[src/rtl/pnd_arbiter_if.sv]
// pnd_arbiter_if: requester and response handshake bundle for pnd_arbiter
interface pnd_arbiter_if #(
  parameter int N_REQ = 4,
  parameter int CNT_W = 8
);
  localparam int ID_W = $clog2(N_REQ);
  logic [N_REQ-1:0] req_valid;
  logic [N_REQ-1:0] req_ready;
  logic [3*N_REQ-1:0] req_value;
  logic rsp_valid;
  logic rsp_ready;
  logic [ID_W-1:0] rsp_id;
  logic [2:0] rsp_value;
  logic rsp_prime;
  logic [CNT_W-1:0] eval_count;
  logic [CNT_W-1:0] prime_count;
  modport master (
    output req_valid, req_value, rsp_ready,
    input  req_ready, rsp_valid, rsp_id, rsp_value, rsp_prime, eval_count, prime_count
  );
  modport slave (
    input  req_valid, req_value, rsp_ready,
    output req_ready, rsp_valid, rsp_id, rsp_value, rsp_prime, eval_count, prime_count
  );
endinterface

[src/rtl/pnd_arbiter.sv]
// pnd_arbiter: round-robin sharing of one 3-bit prime detector between N_REQ requesters
module pnd_arbiter #(
  parameter int N_REQ = 4,
  parameter int CNT_W = 8
) (
  input logic clk,
  input logic rst_n,
  pnd_arbiter_if.slave bus
);
  localparam int ID_W = $clog2(N_REQ);
  typedef enum logic [1:0] {IDLE, EVAL, RESP} state_t;
  state_t state;
  logic [ID_W-1:0] ptr, win, op_id;
  logic [2:0] op_val, win_val;
  logic prime;
  // descending k so the nearest valid requester at or after ptr wins
  always_comb begin
    win = ptr;
    win_val = '0;
    for (int k = N_REQ - 1; k >= 0; k--)
      for (int i = 0; i < N_REQ; i++)
        if (i == (int'(ptr) + k) % N_REQ && bus.req_valid[i]) win = ID_W'(i);
    for (int i = 0; i < N_REQ; i++)
      if (win == ID_W'(i)) win_val = bus.req_value[3*i +: 3];
  end
  always_comb begin
    bus.req_ready = '0;
    for (int i = 0; i < N_REQ; i++)
      bus.req_ready[i] = rst_n && state == IDLE && bus.req_valid[i] && win == ID_W'(i);
  end
  // detector: a=bit0, b=bit1, c=bit2; prime for 2,3,5,7
  assign prime = (op_val[1] & ~op_val[2]) | (op_val[2] & op_val[0]);
  always_ff @(posedge clk)
    if (!rst_n) begin
      state <= IDLE;
      ptr <= '0;
      op_id <= '0;
      op_val <= '0;
      bus.rsp_valid <= 1'b0;
      bus.rsp_id <= '0;
      bus.rsp_value <= '0;
      bus.rsp_prime <= 1'b0;
      bus.eval_count <= '0;
      bus.prime_count <= '0;
    end else
      case (state)
        IDLE:
          if (|(bus.req_valid & bus.req_ready)) begin
            op_val <= win_val;
            op_id <= win;
            state <= EVAL;
          end
        EVAL: begin
          bus.rsp_value <= op_val;
          bus.rsp_id <= op_id;
          bus.rsp_prime <= prime;
          bus.rsp_valid <= 1'b1;
          state <= RESP;
        end
        RESP:
          if (bus.rsp_ready) begin
            bus.rsp_valid <= 1'b0;
            bus.eval_count <= bus.eval_count + CNT_W'(bus.eval_count != '1);
            bus.prime_count <= bus.prime_count + CNT_W'(bus.rsp_prime && bus.prime_count != '1);
            ptr <= bus.rsp_id == ID_W'(N_REQ - 1) ? '0 : bus.rsp_id + 1'b1;
            state <= IDLE;
          end
        default: state <= IDLE;
      endcase
endmodule

[src/flat_wrapper.sv]
// flat-port wrapper written by rule: the top's interface ports become plain ports
module pnd_arbiter_flat 
#(
  parameter int N_REQ = 4,
  parameter int CNT_W = 8
)
  (clk, rst_n, bus_req_valid, bus_req_value, bus_rsp_ready, bus_req_ready, bus_rsp_valid, bus_rsp_id, bus_rsp_value, bus_rsp_prime, bus_eval_count, bus_prime_count);
  pnd_arbiter_if #(.N_REQ(N_REQ), .CNT_W(CNT_W)) bus_i ();
  input logic clk;
  input logic rst_n;
  input wire logic [$bits(bus_i.req_valid)-1:0] bus_req_valid;
  input wire logic [$bits(bus_i.req_value)-1:0] bus_req_value;
  input wire logic [$bits(bus_i.rsp_ready)-1:0] bus_rsp_ready;
  output wire logic [$bits(bus_i.req_ready)-1:0] bus_req_ready;
  output wire logic [$bits(bus_i.rsp_valid)-1:0] bus_rsp_valid;
  output wire logic [$bits(bus_i.rsp_id)-1:0] bus_rsp_id;
  output wire logic [$bits(bus_i.rsp_value)-1:0] bus_rsp_value;
  output wire logic [$bits(bus_i.rsp_prime)-1:0] bus_rsp_prime;
  output wire logic [$bits(bus_i.eval_count)-1:0] bus_eval_count;
  output wire logic [$bits(bus_i.prime_count)-1:0] bus_prime_count;
  assign bus_i.req_valid = bus_req_valid;
  assign bus_i.req_value = bus_req_value;
  assign bus_i.rsp_ready = bus_rsp_ready;
  assign bus_req_ready = bus_i.req_ready;
  assign bus_rsp_valid = bus_i.rsp_valid;
  assign bus_rsp_id = bus_i.rsp_id;
  assign bus_rsp_value = bus_i.rsp_value;
  assign bus_rsp_prime = bus_i.rsp_prime;
  assign bus_eval_count = bus_i.eval_count;
  assign bus_prime_count = bus_i.prime_count;
  pnd_arbiter #(.N_REQ(N_REQ), .CNT_W(CNT_W)) u_core (.clk(clk), .rst_n(rst_n), .bus(bus_i));
endmodule
[config.mk]
export PLATFORM = sky130hd
export DESIGN_NAME = pnd_arbiter_flat
export DESIGN_NICKNAME = d
export VERILOG_FILES = /design/src/rtl/pnd_arbiter_if.sv /design/src/rtl/pnd_arbiter.sv /design/src/flat_wrapper.sv
export SDC_FILE = /design/constraint.sdc
export NUM_CORES = 1
export LEC_CHECK = 0
export CELL_PAD_IN_SITES_DETAIL_PLACEMENT = 0
export CELL_PAD_IN_SITES_GLOBAL_PLACEMENT = 1
export CORE_AREA = 2 2 66 84
export CTS_CLUSTER_DIAMETER = 80
export DETAILED_ROUTE_END_ITERATION = 10
export DIE_AREA = 0 0 68 86
export PLACE_DENSITY = 0.79
export SETUP_SLACK_MARGIN = 0.15
export SLEW_MARGIN = 20
export SYNTH_ARGS = -nofsm -noshare
export SYNTH_HDL_FRONTEND = slang
export SYNTH_SLANG_ARGS = --single-unit
[constraint.sdc]
create_clock -name clk -period 2.5 [get_ports clk]
set_clock_uncertainty 0.15 [all_clocks]
set_input_delay 0.5 -clock clk [delete_from_list [all_inputs] [get_ports clk]]
set_output_delay 0.5 -clock clk [all_outputs]
set_load 0.03 [all_outputs]
# ---- Word-level counts from Yosys, hierarchy flattened
# Index checks and enable logic that the tools add are counted.
dict set report word_totals {
  ff_bits 32
  input_bits 19
  output_inout_bits 27
  wordCells 113
}
dict set report classes {
  addsub 6
  n_eq_ne 22
  muxes 26
  n_bitwise 8
  n_reduce_logical 41
}
# cell n
set op_table {}
lappend op_table {{$logic_not A32 Y1} 4}
lappend op_table {{$mux W2} 19}
lappend op_table {{$logic_and A1 B1 Y1} 26}
lappend op_table {{$eq A3 B3 Y1 const A} 6}
lappend op_table {{$add A8 B1 Y8} 2}
lappend op_table {{$ne A8 B8 Y1 const B} 2}
lappend op_table {{$mux W3} 4}
lappend op_table {{$eq A2 B3 Y1 const A} 3}
lappend op_table {{$eq A2 B2 Y1 const B} 4}
lappend op_table {{$reduce_and A2 Y1} 4}
lappend op_table {{$pmux W2 S3} 1}
lappend op_table {{$reduce_or A2 Y1} 3}
lappend op_table {{$add A2 B1 Y2 const B} 2}
lappend op_table {{$add A2 B2 Y2 const B} 2}
lappend op_table {{$and A4 B4 Y4} 1}
lappend op_table {{$eq A2 B1 Y1 const B} 2}
lappend op_table {{$eq A2 B2 Y1 const A} 2}
lappend op_table {{$logic_not A2 Y1} 2}
lappend op_table {{$ne A2 B2 Y1 const B} 2}
lappend op_table {{$reduce_or A4 Y1} 1}
lappend op_table {{$and A1 B1 Y1 const A} 3}
lappend op_table {{$and A1 B1 Y1} 2}
lappend op_table {{$eq A1 B2 Y1 const A} 1}
lappend op_table {{$pmux W1 S2} 1}
lappend op_table {{other kinds (4)} 4}

# ---- Longest topological paths before layout
# Gate-level depths: netlist (run 1).
dict set report logic_depth {
  word_depth 27
  ltp_mapped 8
  ltp_nobuf 8
}

# ---- Worst setup path after synthesis (run 1)
# Ideal clock, no wire load.
dict set report synth_path {
  path_kind {input -> output}
  startpoint {input port bus_req_valid[0]}
  endpoint {output port bus_req_ready[3]}
  arrival_time_ns 1.670
  t_required_ns 1.850
  path_slack_ns 0.180
  cell_stages 4
  n_path_buf 0
  path_cell_list {or3b_4 -> and2_4 -> nor3_4 -> and4_1}
}
dict set report synth_between {
  elab_chain_len 19
  elab_cells_between_ends 22
  classes_between {1 x eq/ne; 16 x mux; 5 x reduce/logical}
}
# element line
set synth_lines {}
lappend synth_lines {{from (decl)} flat_wrapper.sv:11} ;# input wire logic [$bits(bus_i.req_valid)-1:0] bus_req_valid;
lappend synth_lines {{$logic_and A1 B1 Y1} pnd_arbiter.sv:22} ;# if (i == (int'(ptr) + k) % N_REQ && bus.req_valid[i]) win = ID_W'(i);
lappend synth_lines {{$mux W2 (12 in series)} pnd_arbiter.sv:22}
lappend synth_lines {{$mux W2 (*) (4 in series)} pnd_arbiter.sv:22}
lappend synth_lines {{$eq A2 B2 Y1 (*)} pnd_arbiter.sv:29} ;# bus.req_ready[i] = rst_n && state == IDLE && bus.req_valid[i] && win == ID_W'(i);
lappend synth_lines {{$logic_and A1 B1 Y1 (*)} pnd_arbiter.sv:29}
lappend synth_lines {{to (decl)} flat_wrapper.sv:14} ;# output wire logic [$bits(bus_i.req_ready)-1:0] bus_req_ready;
# Every way passes the cells marked *; elsewhere a longest branch is shown, timed or not.

# ---- Worst setup path in the final report (run 1)
dict set report layout_path {
  startpoint {register u_core.ptr[0]}
  endpoint {output port bus_req_ready[1]}
}
dict set report layout_between {
  elab_chain_len 23
  elab_cells_between_ends 59
  classes_between {3 x add/sub; 13 x eq/ne; 16 x mux; 3 x bitwise; 24 x reduce/logical}
}
# element line
set layout_lines {}
lappend layout_lines {{from (decl)} pnd_arbiter.sv:13} ;# logic [ID_W-1:0] ptr, win, op_id;
lappend layout_lines {{from (signal assigned)} pnd_arbiter.sv:65} ;# ptr <= bus.rsp_id == ID_W'(N_REQ - 1) ? '0 : bus.rsp_id + 1'b1;
lappend layout_lines {{$add A2 B2 Y2} pnd_arbiter.sv:22}
lappend layout_lines {{$reduce_or A2 Y1 (no source line)} --}
lappend layout_lines {{$and A1 B1 Y1 (no source line)} --}
lappend layout_lines {{$logic_not A32 Y1} pnd_arbiter.sv:22}
lappend layout_lines {{$logic_and A1 B1 Y1} pnd_arbiter.sv:22}
lappend layout_lines {{$mux W2 (15 in series)} pnd_arbiter.sv:22}
lappend layout_lines {{$mux W2 (*)} pnd_arbiter.sv:22}
lappend layout_lines {{$eq A2 B1 Y1 (*)} pnd_arbiter.sv:29}
lappend layout_lines {{$logic_and A1 B1 Y1 (*)} pnd_arbiter.sv:29}
# Marked as above.

==> run_results.csv, run 1 <==
group,metric,value,unit
floorplanning,ioPinCount,46,
yosys,ys_ff_latch,32,
pwr,design_power_total,1.158,mW
yosys,syn_nets,216,
floorplanning,die_h,86,um
yosys,yosys.area.top_type_share,37.51,%
timing,rsz0062_at_grt,"yes",
setup_path,cp_max_fo,3,
pwr,power_frac_seq,47.5,%
timing,fmax,425.8,MHz
yosys,syn_area,1708,um^2
timing,setup_violations,0,
floorplanning,die_x,68,um
clock_network,htree_levels,2,
detailed_routing,vias,1590,
yosys,avgSynthCellArea,8.895,um^2
yosys,synth-edff-count,0,
setup_path,reg2reg_slack,490,ps
layout,antenna_cells,0,
detailed_routing,viasPerCell,4.953,
timing,fin_crit_sh,93.93,%
global_routing,grt_max_degree,32,
detailed_routing,drt_first_pass_iters,4,
pwr,p_int,0.8384,mW
pwr,peakVddDrop,0.0001895,V
place,dp.cells,311,
pwr,p_sw_share,27.57,%
place,io_buffers,45,
global_routing,grt.total_usage,15.29,%
yosys,postSynth.asyncResetShare,0,%
clock_network,cts.clk_slew.worst_paths,70,ps
yosys,yosysWarnings,0,
yosys,yosysTopAreaCell,"dfxtp_1",
place,postPlaceCellArea,2332,um^2
detailed_routing,routedWlPerCell,12.55,um
global_routing,grt_first_pass_wirelength,6906,um
detailed_routing,first_iter_violations,36,
global_routing,overflow,0,
run,drv_cap,0,
layout,finalCoreUtilization,49.18,%
clock_network,cts_buffers,5,
detailed_routing,wirelength,4030,um
setup_path,worstPathRequired,1850,ps
setup_path,cp-end-kind,"primary output",
setup_path,worstPathArrival,1700,ps
floorplanning,die_area,5848,um^2
timing,hold_viol_final,0,
pwr,power_density,470.1,nW/um^2
timing,tightest_slew,505.0,ps
clock_network,clockBufferDepth,2,
setup_path,path_class,"register to primary output",
pwr,combPwrFrac,19.0,%
pwr,p_clk_share,33.4,%
timing,slew_viol_final,0,
layout,area_delta_synth_final,44.18,%
clock_network,cts-root-buf,"clkbuf_8",
place,dp_hpwl,3045,um
pwr,p_sw,0.3191,mW
floorplanning,rows,29,
layout,drive_gt1_share,20.46,%
floorplanning,initial_core_util,34.11,%
place,place_congestion,0.7471,
run_status,outcome,"complete, no violations",
timing,holdWs,314.7,ps
global_routing,grt_pass1_vias,1564,
timing,min_period,2348,ps
setup_path,start_kind,"register",
detailed_routing,drc,0,
global_routing,antenna_found_initial,0,
clock_network,clk_latency,280,ps
layout,stdcell_area,2462,um^2
clock_network,cts_sinks,32,
yosys,netlist_top_cells_area,"dfxtp_1, nand2_1, a21boi_0",
min_path,min-delay-path-class,"register to register",
yosys,netlist_instances,192,
pwr,leakagePower,0.9639,nW
clock_network,cts_tree,"done",
timing,max_slew_margin,66.26,%
layout,nets,282,
layout,layout_common_cells,"clkdlybuf4s50_1, nand2_1, dfxtp_1, buf_4",
layout,final_common_cell,"clkdlybuf4s50_1",
yosys,synth_cell_types,50,
yosys,seq_area_frac_synth,37.51,%
layout,layout.cells.non_filler,321,
detailed_routing,drtAntennaViolNets,0,
floorplanning,core_area,5007,um^2
yosys,synth_flop_cell,"dfxtp_1",
-- layout make-up --
type	count	area, um^2
multi-input combinational	151	1037
clock buffer	5	68.82
sequential	32	648.1
inverter	2	7.507
clock inverter	3	18.77
fill	502	2545
tap	62	77.57
timing repair buffer	66	604.3
-- critical path: stages, from the launching register on --
cell     delay (ps)
dfxtp_4         360
or3b_4          370
buf_4           140
and3_4          140
and4b_1         260
buf_6           140
-- path summary, 6_finish.rpt --
path | from | to | cells past startpoint
max | u_core.ptr[0]$_SDFFE_PN0P_ | bus_req_ready[1] | 5
min | u_core.op_id[0]$_SDFFE_PN0P_ | u_core.op_id[0]$_SDFFE_PN0P_ | 2
max reg2reg | u_core.bus.eval_count[4]$_SDFFE_PN0P_ | u_core.bus.eval_count[6]$_SDFFE_PN0P_ | 8
min reg2reg | u_core.op_id[0]$_SDFFE_PN0P_ | u_core.op_id[0]$_SDFFE_PN0P_ | 2
-- synthesized netlist by cell type (3+ instances only) --
master	count
dfxtp_1	32
nand2_1	32
a21boi_0	10
and2_1	10
nand4_1	10
o21ai_0	8
xnor2_1	8
a21boi_1	5
a21oi_1	5
ha_1	5
or3_1	5
and3_1	4
clkbuf_1	4
nor2b_1	4
a211oi_1	3
nand2b_1	3
nand3b_1	3
-- sequential cells by signal (all words and copies together) (netlist names), 2 cells and up --
name and count:
u_core.op_id 2, u_core.state 2, u_core.bus.eval_count 8, u_core.bus.rsp_value 3
u_core.op_val 3, u_core.bus.rsp_id 2, u_core.bus.prime_count 8, u_core.ptr 2
-- power by group through the flow --
| stage | registers [mW] | logic, mW | clock network, mW |
|---|---|---|---|
| 6_report | 0.550 | 0.220 | 0.387 |
| 3_3_place_gp | 0.564 | 0.215 | 0 |
| 3_5_place_dp | 0.564 | 0.216 | 0 |
| 4_1_cts | 0.552 | 0.219 | 0.403 |
| 2_1_floorplan | 0.576 | 0.103 | 0 |
| 5_1_grt | 0.554 | 0.244 | 0.425 |
-- stage by stage --
step	setup slack (ps)	setup TNS (ps)
CTS	130.6	0
finish	151.7	0
floorplan	179.7	0
global placement	-207.8	-1020
global route	83.00	0
detailed placement	-220.4	-1113
-- timing repair --
action / in CTS / in global routing
gates cloned: 0 / 0
setup buffers: 1 / 1
hold buffers: 0 / 0
pin swaps: 4 / 4
resized for setup: 21 / 5
endpoints found under the setup margin: 4 / 4
-- logic make-up (layout without fill, tap and decap cells) --
| kind of cell | count (synthesis) | in the layout | share of synthesized area [%] |
|---|---|---|---|
| AO/OA/AOI/OAI | 45 | 45 | 19.12 |
| XOR/XNOR | 8 | 8 | 4.103 |
| multiplexers | 3 | 3 | 1.905 |
| buffers and inverters | 9 | 76 | 2.563 |
| AND/OR/NAND/NOR | 90 | 90 | 31.14 |
| flip-flops | 32 | 32 | 37.51 |
| adder cells (fa/ha/maj) | 5 | 5 | 3.663 |
-- layer usage --
metal | GRT usage, % | part of all wire, %
met5 | 0 | 0
met4 | 5.455 | 1.3
met3 | 3.806 | 5.3
met2 | 27.45 | 52
met1 | 16.90 | 42
Power figures use the tool's default switching activity.
==> run 2, diff against run 1 <==
--- a/config.mk
+++ b/config.mk
@@ -12,8 +12,7 @@
 export DETAILED_ROUTE_END_ITERATION = 10
 export DIE_AREA = 0 0 68 86
 export PLACE_DENSITY = 0.79
-export SETUP_SLACK_MARGIN = 0.15
-export SLEW_MARGIN = 20
+export SETUP_SLACK_MARGIN = 0.1
 export SYNTH_ARGS = -nofsm -noshare
 export SYNTH_HDL_FRONTEND = slang
 export SYNTH_SLANG_ARGS = --single-unit
==> run_results.csv, run 2 (same netlist as run 1, synthesis figures left out) <==
group,metric,value,unit
setup_path,path_class,"register to primary output",
floorplanning,core_area,5007,um^2
layout,nets,280,
global_routing,antenna_found_initial,0,
detailed_routing,viasPerCell,4.959,
detailed_routing,drt_first_pass_iters,4,
setup_path,worstPathArrival,1710,ps
run_status,outcome,"complete, no violations",
timing,min_period,2359,ps
clock_network,cts_tree,"done",
setup_path,cp-end-kind,"primary output",
floorplanning,rows,29,
clock_network,clockBufferDepth,2,
clock_network,cts_sinks,32,
timing,fmax,423.8,MHz
place,dp_hpwl,3045,um
floorplanning,ioPinCount,46,
setup_path,path_buf_inv,2,
pwr,p_int,0.8367,mW
timing,max_slew_margin,66.26,%
clock_network,cts_buffers,5,
clock_network,cts-root-buf,"clkbuf_8",
detailed_routing,wirelength,3938,um
detailed_routing,first_iter_violations,37,
layout,reg.largest.list,"u_core.bus.eval_count (8), u_core.bus.prime_count (8)",
floorplanning,initial_core_util,34.11,%
layout,area_delta_synth_final,42.27,%
detailed_routing,routedWlPerCell,12.34,um
setup_path,cp_max_fo,6,
detailed_routing,vias,1582,
place,postPlaceCellArea,2332,um^2
pwr,p_sw,0.3172,mW
layout,layout_common_cells,"clkdlybuf4s50_1, nand2_1, dfxtp_1, buf_4",
pwr,leakagePower,0.9493,nW
clock_network,cts_hold_buf,0,
place,place_congestion,0.7471,
run,drv_cap,0,
global_routing,grt_pass1_vias,1557,
layout,final_common_cell,"clkdlybuf4s50_1",
floorplanning,die_area,5848,um^2
timing,tns,0,ps
floorplanning,die_h,86,um
setup_path,path_cells,"or3b_4 -> buf_4 -> and3_4 -> and4b_1 -> buf_6",
pwr,peakVddDrop,0.0001863,V
pwr,p_clk_share,33.6,%
pwr,combPwrFrac,18.6,%
detailed_routing,drc,0,
pwr,power_frac_seq,47.8,%
pwr,power_density,474.9,nW/um^2
clock_network,htree_levels,2,
setup_path,critPathTopFamily,"simple AND/OR/NAND/NOR gates",
timing,tightest_slew,505.0,ps
timing,setup_violations,0,
min_path,min-delay-path-class,"register to register",
global_routing,grt_first_pass_wirelength,6858,um
timing,rsz0062_at_grt,"yes",
pwr,p_sw_share,27.49,%
timing,hold_viol_final,0,
clock_network,post_cts_buffers,0,
global_routing,overflow,0,
setup_path,max_stage_delay,380,ps
global_routing,grt_max_degree,32,
timing,fin_crit_sh,94.37,%
global_routing,grt.total_usage,15.19,%
place,io_buffers,45,
layout,antenna_cells,0,
clock_network,cts.clk_slew.worst_paths,70,ps
layout,layout.cells.non_filler,319,
layout,drive_gt1_share,19.84,%
detailed_routing,drtAntennaViolNets,0,
clock_network,clk_latency,280,ps
timing,slew_viol_final,0,
setup_path,start_kind,"register",
floorplanning,die_x,68,um
setup_path,cp_slowest_cell,"or3b_4",
place,dp.cells,311,
setup_path,worstPathRequired,1850,ps
layout,stdcell_area,2430,um^2
-- run 2: cell types whose count changed in the layout (fill, tap and decap cells not counted) --
cell / delta
buf_6: -2
a21oi_2: +1
a21oi_4: -1
buf_2: -1
clkbuf_2: +1
dfxtp_2: +1
dfxtp_4: -1
-- run 2: path summary, 6_finish.rpt --
kind | from | to | slack (ps) | depth (start not counted)
setup / recovery | u_core.ptr[0]$_SDFFE_PN0P_ | bus_req_ready[1] | 140 | 5
hold / removal | u_core.op_id[0]$_SDFFE_PN0P_ | u_core.op_id[0]$_SDFFE_PN0P_ | 310 | 2
setup reg to reg | u_core.bus.eval_count[4]$_SDFFE_PN0P_ | u_core.bus.eval_count[6]$_SDFFE_PN0P_ | 490 | 8
hold reg to reg | u_core.op_id[0]$_SDFFE_PN0P_ | u_core.op_id[0]$_SDFFE_PN0P_ | 310 | 2
-- run 2: per-layer routing --
metal / up-vias / wire length, um / track usage (%)
met2: 42 / 2019 / 27.27
met3: 5 / 216 / 3.806
met4: 0 / 53 / 5.455
met5: - / 0 / 0
li1: 821 / - / -
met1: 714 / 1649 / 16.73
-- run 2: layout make-up --
class                      count  area, um^2
multi-input combinational    151        1030
tap                           62       77.57
timing repair buffer          64       581.8
clock inverter                 3       18.77
fill                         506        2577
sequential                    32       645.6
inverter                       2       7.507
clock buffer                   5       68.82
-- run 2: per-stage QoR --
step                power [mW]  utilization (%)  hold WS [ps]  setup slack, ps
floorplan               0.6791                -         285.3            179.7
global placement        0.7786            46.58         292.5           -207.8
detailed placement      0.7796            46.58         309.7           -220.4
CTS                      1.173            48.55         319.8            104.4
global route             1.220            48.53         344.7            69.50
finish                   1.154            48.53         314.7            140.6
-- run 2: timing repair --
action / 4_1_cts / 5_1_grt
pin swaps: 4 / 2
gates resized for setup: 18 / 3
setup endpoints to repair: 4 / 4
-- run 2: worst register-to-register path, stage by stage (launching register included) --
cell and delay (ps):
dfxtp_1 410, nand4_1 150, or2_2 320, ha_1 200
ha_1 190, and3_1 180, nand4_1 100, xnor2_1 70
and2_1 140
-- run 2: power groups by stage --
| stage | combinational [mW] | clock (mW) | sequential [mW] |
|---|---|---|---|
| finish | 0.214 | 0.388 | 0.552 |
| global route | 0.239 | 0.425 | 0.556 |
| CTS | 0.217 | 0.403 | 0.553 |
| detailed placement | 0.216 | 0 | 0.564 |
| global placement | 0.215 | 0 | 0.564 |
| floorplan | 0.103 | 0 | 0.576 |
==> run 3, diff against run 2 <==
--- a/config.mk
+++ b/config.mk
@@ -11,6 +11,7 @@
 export CTS_CLUSTER_DIAMETER = 80
 export DETAILED_ROUTE_END_ITERATION = 10
 export DIE_AREA = 0 0 68 86
+export HOLD_SLACK_MARGIN = 0.15
 export PLACE_DENSITY = 0.79
 export SETUP_SLACK_MARGIN = 0.1
 export SYNTH_ARGS = -nofsm -noshare
==> results of run 3 <==
Same layout as run 2: the final DEF is identical, and so are final timing and power.
